`config.mk`:
```
export PLATFORM = sky130hd
export DESIGN_NAME = mc_wr_unpack
export DESIGN_NICKNAME = d
export VERILOG_FILES = /design/src/rtl/mc_wr_unpack.sv
export SDC_FILE = /design/constraint.sdc
export NUM_CORES = 1
export LEC_CHECK = 0
export ABC_AREA = 0
export ABC_CLOCK_PERIOD_IN_PS = 5600
export BUFFER_PORTS_ARGS = -buffer_cell sky130_fd_sc_hd__buf_2
export CORE_UTILIZATION = 55
export DETAILED_ROUTE_END_ITERATION = 7
export HOLD_SLACK_MARGIN = 0.02
export PLACE_DENSITY = 0.87
export RECOVER_POWER = 100
export SYNTH_ARGS = -nofsm -noshare
export SYNTH_HDL_FRONTEND = slang
export SYNTH_SLANG_ARGS = --single-unit
```
`constraint.sdc`:
```
create_clock -name clk -period 5.6 [get_ports clk]
set_input_delay 0.56 -clock clk [delete_from_list [all_inputs] [get_ports clk]]
set_output_delay 0.56 -clock clk [all_outputs]
set_load 0.03 [all_outputs]
```
`src/rtl/mc_wr_unpack.sv`:
```
// mc_wr_unpack: write-data unpacker for the memory controller data path.
// Takes one 32-bit WB write word and presents it as 1, 2 or 4 memory-bus
// beats, depending on the chip-select bus width latched when the word is taken.
// Each beat carries lane byte enables and per-byte even parity.
//
// Handshakes:
//   Input side : a word transfers on a clock edge where wr_valid & wr_ready.
//                wr_ready is combinational and drops whenever clr is high.
//   Output side: a beat transfers on a clock edge where beat_valid & mc_beat_re.
//                While beat_valid & !mc_beat_re the beat outputs hold stable.
module mc_wr_unpack (
  input  logic        clk,
  input  logic        rst,
  input  logic [31:0] csc,
  input  logic        clr,
  input  logic [31:0] wb_data_i,
  input  logic [3:0]  wb_sel_i,
  input  logic        wr_valid,
  output logic        wr_ready,
  input  logic        mc_beat_re,
  output logic        beat_valid,
  output logic        last_beat,
  output logic [31:0] mc_data_o,
  output logic [3:0]  mc_dp_o,
  output logic [3:0]  mc_be_o,
  output logic [0:0]  fsm_state
);

  localparam logic [0:0] IDLE = 1'b0;
  localparam logic [0:0] SEND = 1'b1;

  localparam logic [1:0] BW_8  = 2'b00;
  localparam logic [1:0] BW_16 = 2'b01;
  localparam logic [1:0] BW_32 = 2'b10;

  // Current holding state
  logic [0:0]  state;
  logic [31:0] word_q;
  logic [3:0]  sel_q;
  logic [1:0]  bw_q;
  logic        pen_q;
  logic [1:0]  cnt_q;
  logic [1:0]  last_idx_q;

  // Next holding state
  logic [0:0]  state_d;
  logic [31:0] word_d;
  logic [3:0]  sel_d;
  logic [1:0]  bw_d;
  logic        pen_d;
  logic [1:0]  cnt_d;
  logic [1:0]  last_idx_d;

  // Next beat contents, built from the next holding state so outputs are flops
  logic [31:0] nxt_data;
  logic [3:0]  nxt_dp;
  logic [3:0]  nxt_be;
  logic [7:0]  lane_byte;
  logic [15:0] lane_half;

  logic load;
  logic advance;
  logic unused_csc;

  assign fsm_state  = state;
  assign unused_csc = ^{csc[31:12], csc[10:6], csc[3:0]};

  // Accept a new word when idle, or in the same cycle the final beat leaves
  always_comb begin
    wr_ready = !clr && ((state == IDLE) || (beat_valid && mc_beat_re && last_beat));
    load     = wr_valid && wr_ready;
    advance  = beat_valid && mc_beat_re;
  end

  // Next-state logic: clr beats load, load beats advance
  always_comb begin
    state_d    = state;
    word_d     = word_q;
    sel_d      = sel_q;
    bw_d       = bw_q;
    pen_d      = pen_q;
    cnt_d      = cnt_q;
    last_idx_d = last_idx_q;
    if (clr) begin
      state_d = IDLE;
      cnt_d   = 2'd0;
      word_d  = 32'h0;
      sel_d   = 4'h0;
    end else if (load) begin
      state_d = SEND;
      word_d  = wb_data_i;
      sel_d   = wb_sel_i;
      pen_d   = csc[11];
      cnt_d   = 2'd0;
      case (csc[5:4])
        BW_8:    begin bw_d = BW_8;  last_idx_d = 2'd3; end
        BW_16:   begin bw_d = BW_16; last_idx_d = 2'd1; end
        default: begin bw_d = BW_32; last_idx_d = 2'd0; end
      endcase
    end else if (advance) begin
      if (last_beat) begin
        state_d = IDLE;
        cnt_d   = 2'd0;
      end else begin
        cnt_d = cnt_q + 2'd1;
      end
    end
  end

  // Beat formatting: select the lane for the next beat, right-justify it
  always_comb begin
    nxt_data = 32'h0;
    nxt_dp   = 4'h0;
    nxt_be   = 4'h0;
    case (cnt_d)
      2'd0:    lane_byte = word_d[7:0];
      2'd1:    lane_byte = word_d[15:8];
      2'd2:    lane_byte = word_d[23:16];
      default: lane_byte = word_d[31:24];
    endcase
    lane_half = cnt_d[0] ? word_d[31:16] : word_d[15:0];
    if (state_d == SEND) begin
      case (bw_d)
        BW_8: begin
          nxt_data = {24'h0, lane_byte};
          nxt_be   = {3'b000, sel_d[cnt_d]};
          nxt_dp   = {3'b000, ^lane_byte};
        end
        BW_16: begin
          nxt_data = {16'h0, lane_half};
          nxt_be   = {2'b00, (cnt_d[0] ? sel_d[3:2] : sel_d[1:0])};
          nxt_dp   = {2'b00, ^lane_half[15:8], ^lane_half[7:0]};
        end
        default: begin
          nxt_data = word_d;
          nxt_be   = sel_d;
          nxt_dp   = {^word_d[31:24], ^word_d[23:16], ^word_d[15:8], ^word_d[7:0]};
        end
      endcase
      if (!pen_d) nxt_dp = 4'h0;
    end
  end

  // Holding registers and FSM
  always_ff @(posedge clk or posedge rst) begin
    if (rst) begin
      state      <= IDLE;
      word_q     <= 32'h0;
      sel_q      <= 4'h0;
      bw_q       <= BW_32;
      pen_q      <= 1'b0;
      cnt_q      <= 2'd0;
      last_idx_q <= 2'd0;
    end else begin
      state      <= state_d;
      word_q     <= word_d;
      sel_q      <= sel_d;
      bw_q       <= bw_d;
      pen_q      <= pen_d;
      cnt_q      <= cnt_d;
      last_idx_q <= last_idx_d;
    end
  end

  // Registered beat outputs
  always_ff @(posedge clk or posedge rst) begin
    if (rst) begin
      beat_valid <= 1'b0;
      last_beat  <= 1'b0;
      mc_data_o  <= 32'h0;
      mc_dp_o    <= 4'h0;
      mc_be_o    <= 4'h0;
    end else begin
      beat_valid <= (state_d == SEND);
      last_beat  <= (state_d == SEND) && (cnt_d == last_idx_d);
      mc_data_o  <= nxt_data;
      mc_dp_o    <= nxt_dp;
      mc_be_o    <= nxt_be;
    end
  end

endmodule

```
After elaboration in Yosys (flattened, before gate mapping)

Cells that the tools add are included.

$add $sub $neg: 1
Multiply operators: 0
Divide/modulo/power cells: 0
Order comparisons: 1
Equality and inequality tests: 5
Shift-type cells: 0
Mux-type cells: 32
Bitwise logic cells: 1
Reduce and logical (&&, ||, !) cells: 17

Operators by type and width:

| cell                                                                         | count |
|---|---|
| 32-bit two-way mux                                                           | 3 |
| 32-bit case mux with 2 select lines                                          | 1 |
| 8-bit XOR reduction                                                          | 7 |
| 8-bit case mux with 3 select lines                                           | 1 |
| 4-bit two-way mux                                                            | 5 |
| 2-bit two-way mux                                                            | 9 |
| 16-bit two-way mux                                                           | 1 |
| 4-bit case mux with 2 select lines                                           | 2 |
| 2-bit case mux with 2 select lines                                           | 2 |
| 1-bit two-way mux                                                            | 7 |
| 2-bit by 1-bit == test with 1-bit output, second input constant              | 3 |
| 2-bit zero test                                                              | 3 |
| 1-bit logical AND                                                            | 5 |
| 2-bit by 3-bit less-than comparator with 1-bit output, second input constant | 1 |
| 2-bit by 1-bit adder with 2-bit output, second input constant                | 1 |
| 1-bit binary-select mux with 2-bit select                                    | 1 |
| 2-bit == test                                                                | 1 |
| 2-bit == test, second input constant                                         | 1 |
| 1-bit zero test                                                              | 1 |
| 1-bit logical OR                                                             | 1 |
| 1-bit NOT                                                                    | 1 |

Register bits: 85
Latch bits: 0
Memory bits (writable): 0
Memory bits (read-only): 0
Input port bits: 73
Output and inout port bits: 44
Word-level logic and storage cells: 68
Memories kept: 0

Logic depth before layout (Yosys ltp)

Depth after elaboration: 13
Depth in mapped cells: 11
Gate-level depth less buffers: 9

Worst setup path before layout

No wires, ideal clock.

Kind: register to register
Start point: register beat_valid
End point: register mc_be_o[1]
Setup time: 0.121 ns
Data arrival time: 2.428 ns
Data required time: 5.479 ns
Path slack: 3.051 ns
Stages on the path, launching flop included: 8
Path buffers: 0
Period minus slack after synthesis: 2.549 ns
Cell sequence: dfrtp_1 a21boi_2 nor3_2 mux2i_1 inv_1 a21oi_2 nor2_1 a22o_1

Cells in the longest elaborated chain, start to end: 10
Elaborated cells between the ends (all ways): 22
Those cells by class: eq/ne: 1; mux: 14; bitwise: 1; reduce/logical: 6

RTL lines:

| element                                                                | line   | text |
|---|---|---|
| start: declaration                                                     | 21     | `output logic beat_valid,` |
| start signal: assignment                                               | 174    | `beat_valid <= (state_d == SEND);` |
| 1-bit logical AND                                                      | 70, 72 |  |
| 1-bit logical AND                                                      | 70     | `wr_ready = !clr && ((state == IDLE) \|\| (beat_valid && mc_beat_re && last_beat));` |
| 1-bit logical OR                                                       | 70     |  |
| 1-bit logical AND                                                      | 70     |  |
| 1-bit logical AND                                                      | 71     | `load = wr_valid && wr_ready;` |
| 2-bit two-way mux / 4-bit two-way mux (equally long branches)          | 89     | `end else if (load) begin` |
| 2-bit two-way mux / 4-bit two-way mux (equally long branches)          | 84     | `if (clr) begin` |
| 2-bit by 1-bit == test with 1-bit output, or another cell as far along | 123    | `case (bw_d)` |
| 4-bit case mux with 2 select lines                                     | 123    |  |
| 4-bit two-way mux (*)                                                  | 122    | `if (state_d == SEND) begin` |
| via nxt_be[1]                                                          | 57     | `logic [3:0] nxt_be;` |
| end signal: assignment                                                 | 178    | `mc_be_o <= nxt_be;` |
| end: declaration                                                       | 25     | `output logic [3:0] mc_be_o,` |

Mark *: on every way through the listed nets, which the timed path passes. The rest lies on a longest branch.

Final worst setup path

Start point: register beat_valid
End point: register mc_data_o[15]

Cells in the longest elaborated chain, start to end: 10
Elaborated cells between the ends (all ways): 22
Those cells by class: eq/ne: 1; mux: 14; bitwise: 1; reduce/logical: 6

RTL lines:

| element                                                                            | line | text |
|---|---|---|
| 1-bit logical AND (2 in series)                                                    | 70   |  |
| 1-bit logical OR (*)                                                               | 70   |  |
| 1-bit logical AND (*)                                                              | 70   |  |
| 1-bit logical AND (*)                                                              | 71   |  |
| 2-bit two-way mux (*)                                                              | 89   |  |
| 2-bit two-way mux (*)                                                              | 84   |  |
| via bw_d[0]                                                                        | 49   | `logic [1:0] bw_d;` |
| 2-bit by 1-bit == test with 1-bit output / 2-bit zero test (equally long branches) | 123  |  |
| 32-bit case mux with 2 select lines (*)                                            | 123  |  |
| 32-bit two-way mux (*)                                                             | 122  |  |
| via nxt_data[15]                                                                   | 55   | `logic [31:0] nxt_data;` |
| end signal: assignment                                                             | 176  | `mc_data_o <= nxt_data;` |
| end: declaration                                                                   | 23   | `output logic [31:0] mc_data_o,` |

Marks and branches as above.

==> flow_summary_export.csv <==
group,metric,value,unit
status,status,"finished, violations left",
status,violations,"capacitance limit, slew limit",
setup_path,reg2reg_to,"mc_data_o[15]",
routing,wl,12600,µm
yosys,synth_seq_cells,85,
setup_path,crit_path_start,"beat_valid",
placement,placed_cell_area,0.00492,mm²
routing,vias,4055,
clocking,clock_path_buffers,2,
routing,viasPerCell,6.33,
clocking,root_buffer,"clkbuf_8",
die,die-area,0.00847,mm²
setup_path,path_max_fanout,17,
clocking,cts_setup_buffers,0,
yosys,synth_top_area_share,47.1,%
clocking,ctsResizeCount,0,
sta,hold_viol_final,0,
worst_hold_path,holdPathStages,2,
yosys,synth_top_area_cell,"dfrtp_1",
grt,grt-ovfl-total,0,
sta,period_needed,4430,ps
finish,antenna_cells,0,
clocking,cts_made_buffers,9,
power_and_ir_drop,clockPowerShare,30.7,%
placement,port_buffers,87,
worst_hold_path,min_path_type,"in -> reg",
setup_path,cp-start-kind,"flop",
sta,rsz0062_at_grt,"no",
setup_path,worstReg2RegStart,"beat_valid",
setup_path,cp.arrival,4650,ps
sta,drv_slew,15,
clocking,numClockSinks,85,
die,coreArea,0.00777,mm²
grt,grt_pass1_vias,3915,
power_and_ir_drop,ir_drop,0.208,mV
yosys,synth_area,0.00446,mm²
die,die_height,92.0,µm
sta,clock.fmax,226,MHz
sta,fin_skew,8.54,ps
die,die_w,92.0,µm
sta,fin_tns_setup,0,ps
die,io_pins,117,
grt,grt_first_pass_wirelength,19900,µm
clocking,path_clk_slew,80,ps
power_and_ir_drop,pwr-share-seq,45.2,%
yosys,synthCells,460,
power_and_ir_drop,swShare,33.4,%
routing,dr.first_iter.drc_count,588,
setup_path,reg2reg_depth,8,
die,std_cell_rows,32,
power_and_ir_drop,p_int,0.996,mW
clocking,cts_tree,"yes",
setup_path,reg2reg_slack,1170,ps
finish,utilization,64.9,%
yosys,synth_edf_count,0,
sta,relSlewSlack,-8.00,%
grt,track_usage,31.0,%
grt,antenna_found_initial,0,
finish,fill_cells,645,
setup_path,crit_path_end_kind,"flop",
placement,gp_congestion,0.951,
sta,fin_crit_sh,79.1,%
clocking,ctsHoldBuffers,0,
finish,nNetsFinal,607,
power_and_ir_drop,combPwrFrac,24.1,%
finish,fin_area,0.00504,mm²
setup_path,critical_path_class,"reg -> reg",
sta,finalSetupViolCount,0,
yosys,synth_area_leaders,"dfrtp_1 47%, xnor2_1 5.5%, nand2_1 5.2%",
clocking,htree_levels,3,
power_and_ir_drop,p_leak,2.22,nW
finish,final_cell_mix,"84 x dfrtp_1, 62 x nand2_1, 44 x clkbuf_1, 43 x buf_2, 41 x a21oi_1",
yosys,synthFlopType,"dfrtp_1",
worst_hold_path,min_from,"csc[4]",
clocking,clkLatencyLatePin,370,ps
placement,dp_hpwl,8660,µm
routing,drc,0,
power_and_ir_drop,power_per_cell_area,297,mW/mm²
worst_hold_path,holdPathEnd,"last_idx_q[1]",
grt,grt_max_degree,86,
finish,drive_above_1_share,13.9,%
routing,avgRoutedWirePerCell,19.7,µm
routing,dr.pass1.iters,5,
die,start_util,57.4,%
yosys,ys_types,62,
flow_run,cap_violations,1,
sta,worst_slack,1170,ps
routing,antenna_left,0,
finish,final_common_cell,"dfrtp_1",
power_and_ir_drop,p_switching,0.499,mW
yosys,synth_nets,533,
finish,area_delta_synth_final,13.0,%
yosys,yosysSeqAreaShare,47.7,%
yosys,synth-async-reset-ratio,100,%
placement,dp_slack,1910,ps
yosys,yosys_warnings,0,
setup_path,cp.required,5820,ps
sta,worst_pin_slew,1610,ps
yosys,syn_avg_cell_area,9.69,µm²
==> cell type report <==
type	count	area (µm²)	area share (%)
Timing Repair Buffer	91	410	8.14
Inverter	18	68.8	1.37
Tap cell	102	128	2.53
Clock inverter	6	68.8	1.37
Sequential cell	85	2130	42.2
Clock buffer	10	138	2.73
Multi-Input combinational cell	329	2100	41.6
==> synth_stat cells (5+ instances only) <==
library cell	count
a21oi_1	36
a21oi_2	7
a221oi_1	5
a22o_1	8
and2_1	11
and3_1	6
buf_1	5
buf_2	8
buf_4	6
clkbuf_1	9
dfrtp_1	84
inv_1	15
mux2i_1	9
nand2_1	62
nand2b_1	5
nand3_1	12
nor2_1	22
nor3_1	15
nor4_1	7
o21ai_0	12
o21ai_1	7
o32ai_1	7
or3b_1	5
xnor2_1	28
xor2_1	8
==> flip-flops by register name, summed over array words and instances (netlist names) <==
signal      cells
beat_valid      1
bw_q            2
cnt_q           2
last_beat       1
last_idx_q      2
mc_be_o         4
mc_data_o      32
mc_dp_o         4
pen_q           1
sel_q           4
word_q         32
==> metrics by stage <==
| stage | hold slack (ps) | std cells | total power, mW |
|---|---|---|---|
| 2_1_floorplan | 447 | 460 | 0.943 |
| 3_3_place_gp | 465 | 625 | 1.03 |
| 3_5_place_dp | 500 | 625 | 1.04 |
| 4_1_cts | 433 | 641 | 1.50 |
| 5_1_grt | 445 | 641 | 1.55 |
| 6_report | 447 | 641 | 1.50 |
==> critical path, stage by stage (launching register included) <==
cell and delay (ps):
dfrtp_1 650, a21boi_0 1290, nor3_1 460, mux2i_1 600
inv_2 230, a21oi_2 500, nor2_1 300, nand2_1 160
o31ai_1 100
==> how the worst max path moves through the flow <==
stage / slack [ps] / cells after the start / end
after global routing: 860 / 9 / mc_data_o[15]
after floorplan: 2850 / 1 / beat_valid
after detailed placement: 1910 / 9 / mc_dp_o[1]
after global placement: 2070 / 9 / mc_dp_o[1]
final: 1170 / 8 / mc_data_o[15]
after CTS: 2000 / 8 / mc_dp_o[1]
==> logic make-up (layout without fill, tap and decap cells) <==
group / after synthesis / in the layout / share of synthesized area (%)
compound gates: 122 / 122 / 18.9
flops: 85 / 85 / 47.7
buf+inv: 46 / 125 / 4.60
xor+xnor: 40 / 40 / 9.15
mux: 9 / 9 / 2.02
simple gates: 158 / 158 / 17.6
==> per-layer routing <==
metal  vias up  track usage (%)  wire (µm)  part of all wire [%]
met5         -                0          0                     0
met4         0             14.5        475                   3.8
met3        55             4.81       1200                   9.5
met2       288             48.2       5930                    47
met1      1932             42.7       5000                    40
li1       1780                -          -                     -
==> power by group through the flow <==
| stage | sequential (mW) | combinational, mW | clock (mW) |
|---|---|---|---|
| 2_1_floorplan | 0.709 | 0.234 | 0 |
| 3_3_place_gp | 0.684 | 0.351 | 0 |
| 3_5_place_dp | 0.687 | 0.357 | 0 |
| 4_1_cts | 0.675 | 0.360 | 0.460 |
| 5_1_grt | 0.679 | 0.389 | 0.478 |
| 6_report | 0.676 | 0.360 | 0.460 |
Power figures use the tool's default switching activity.
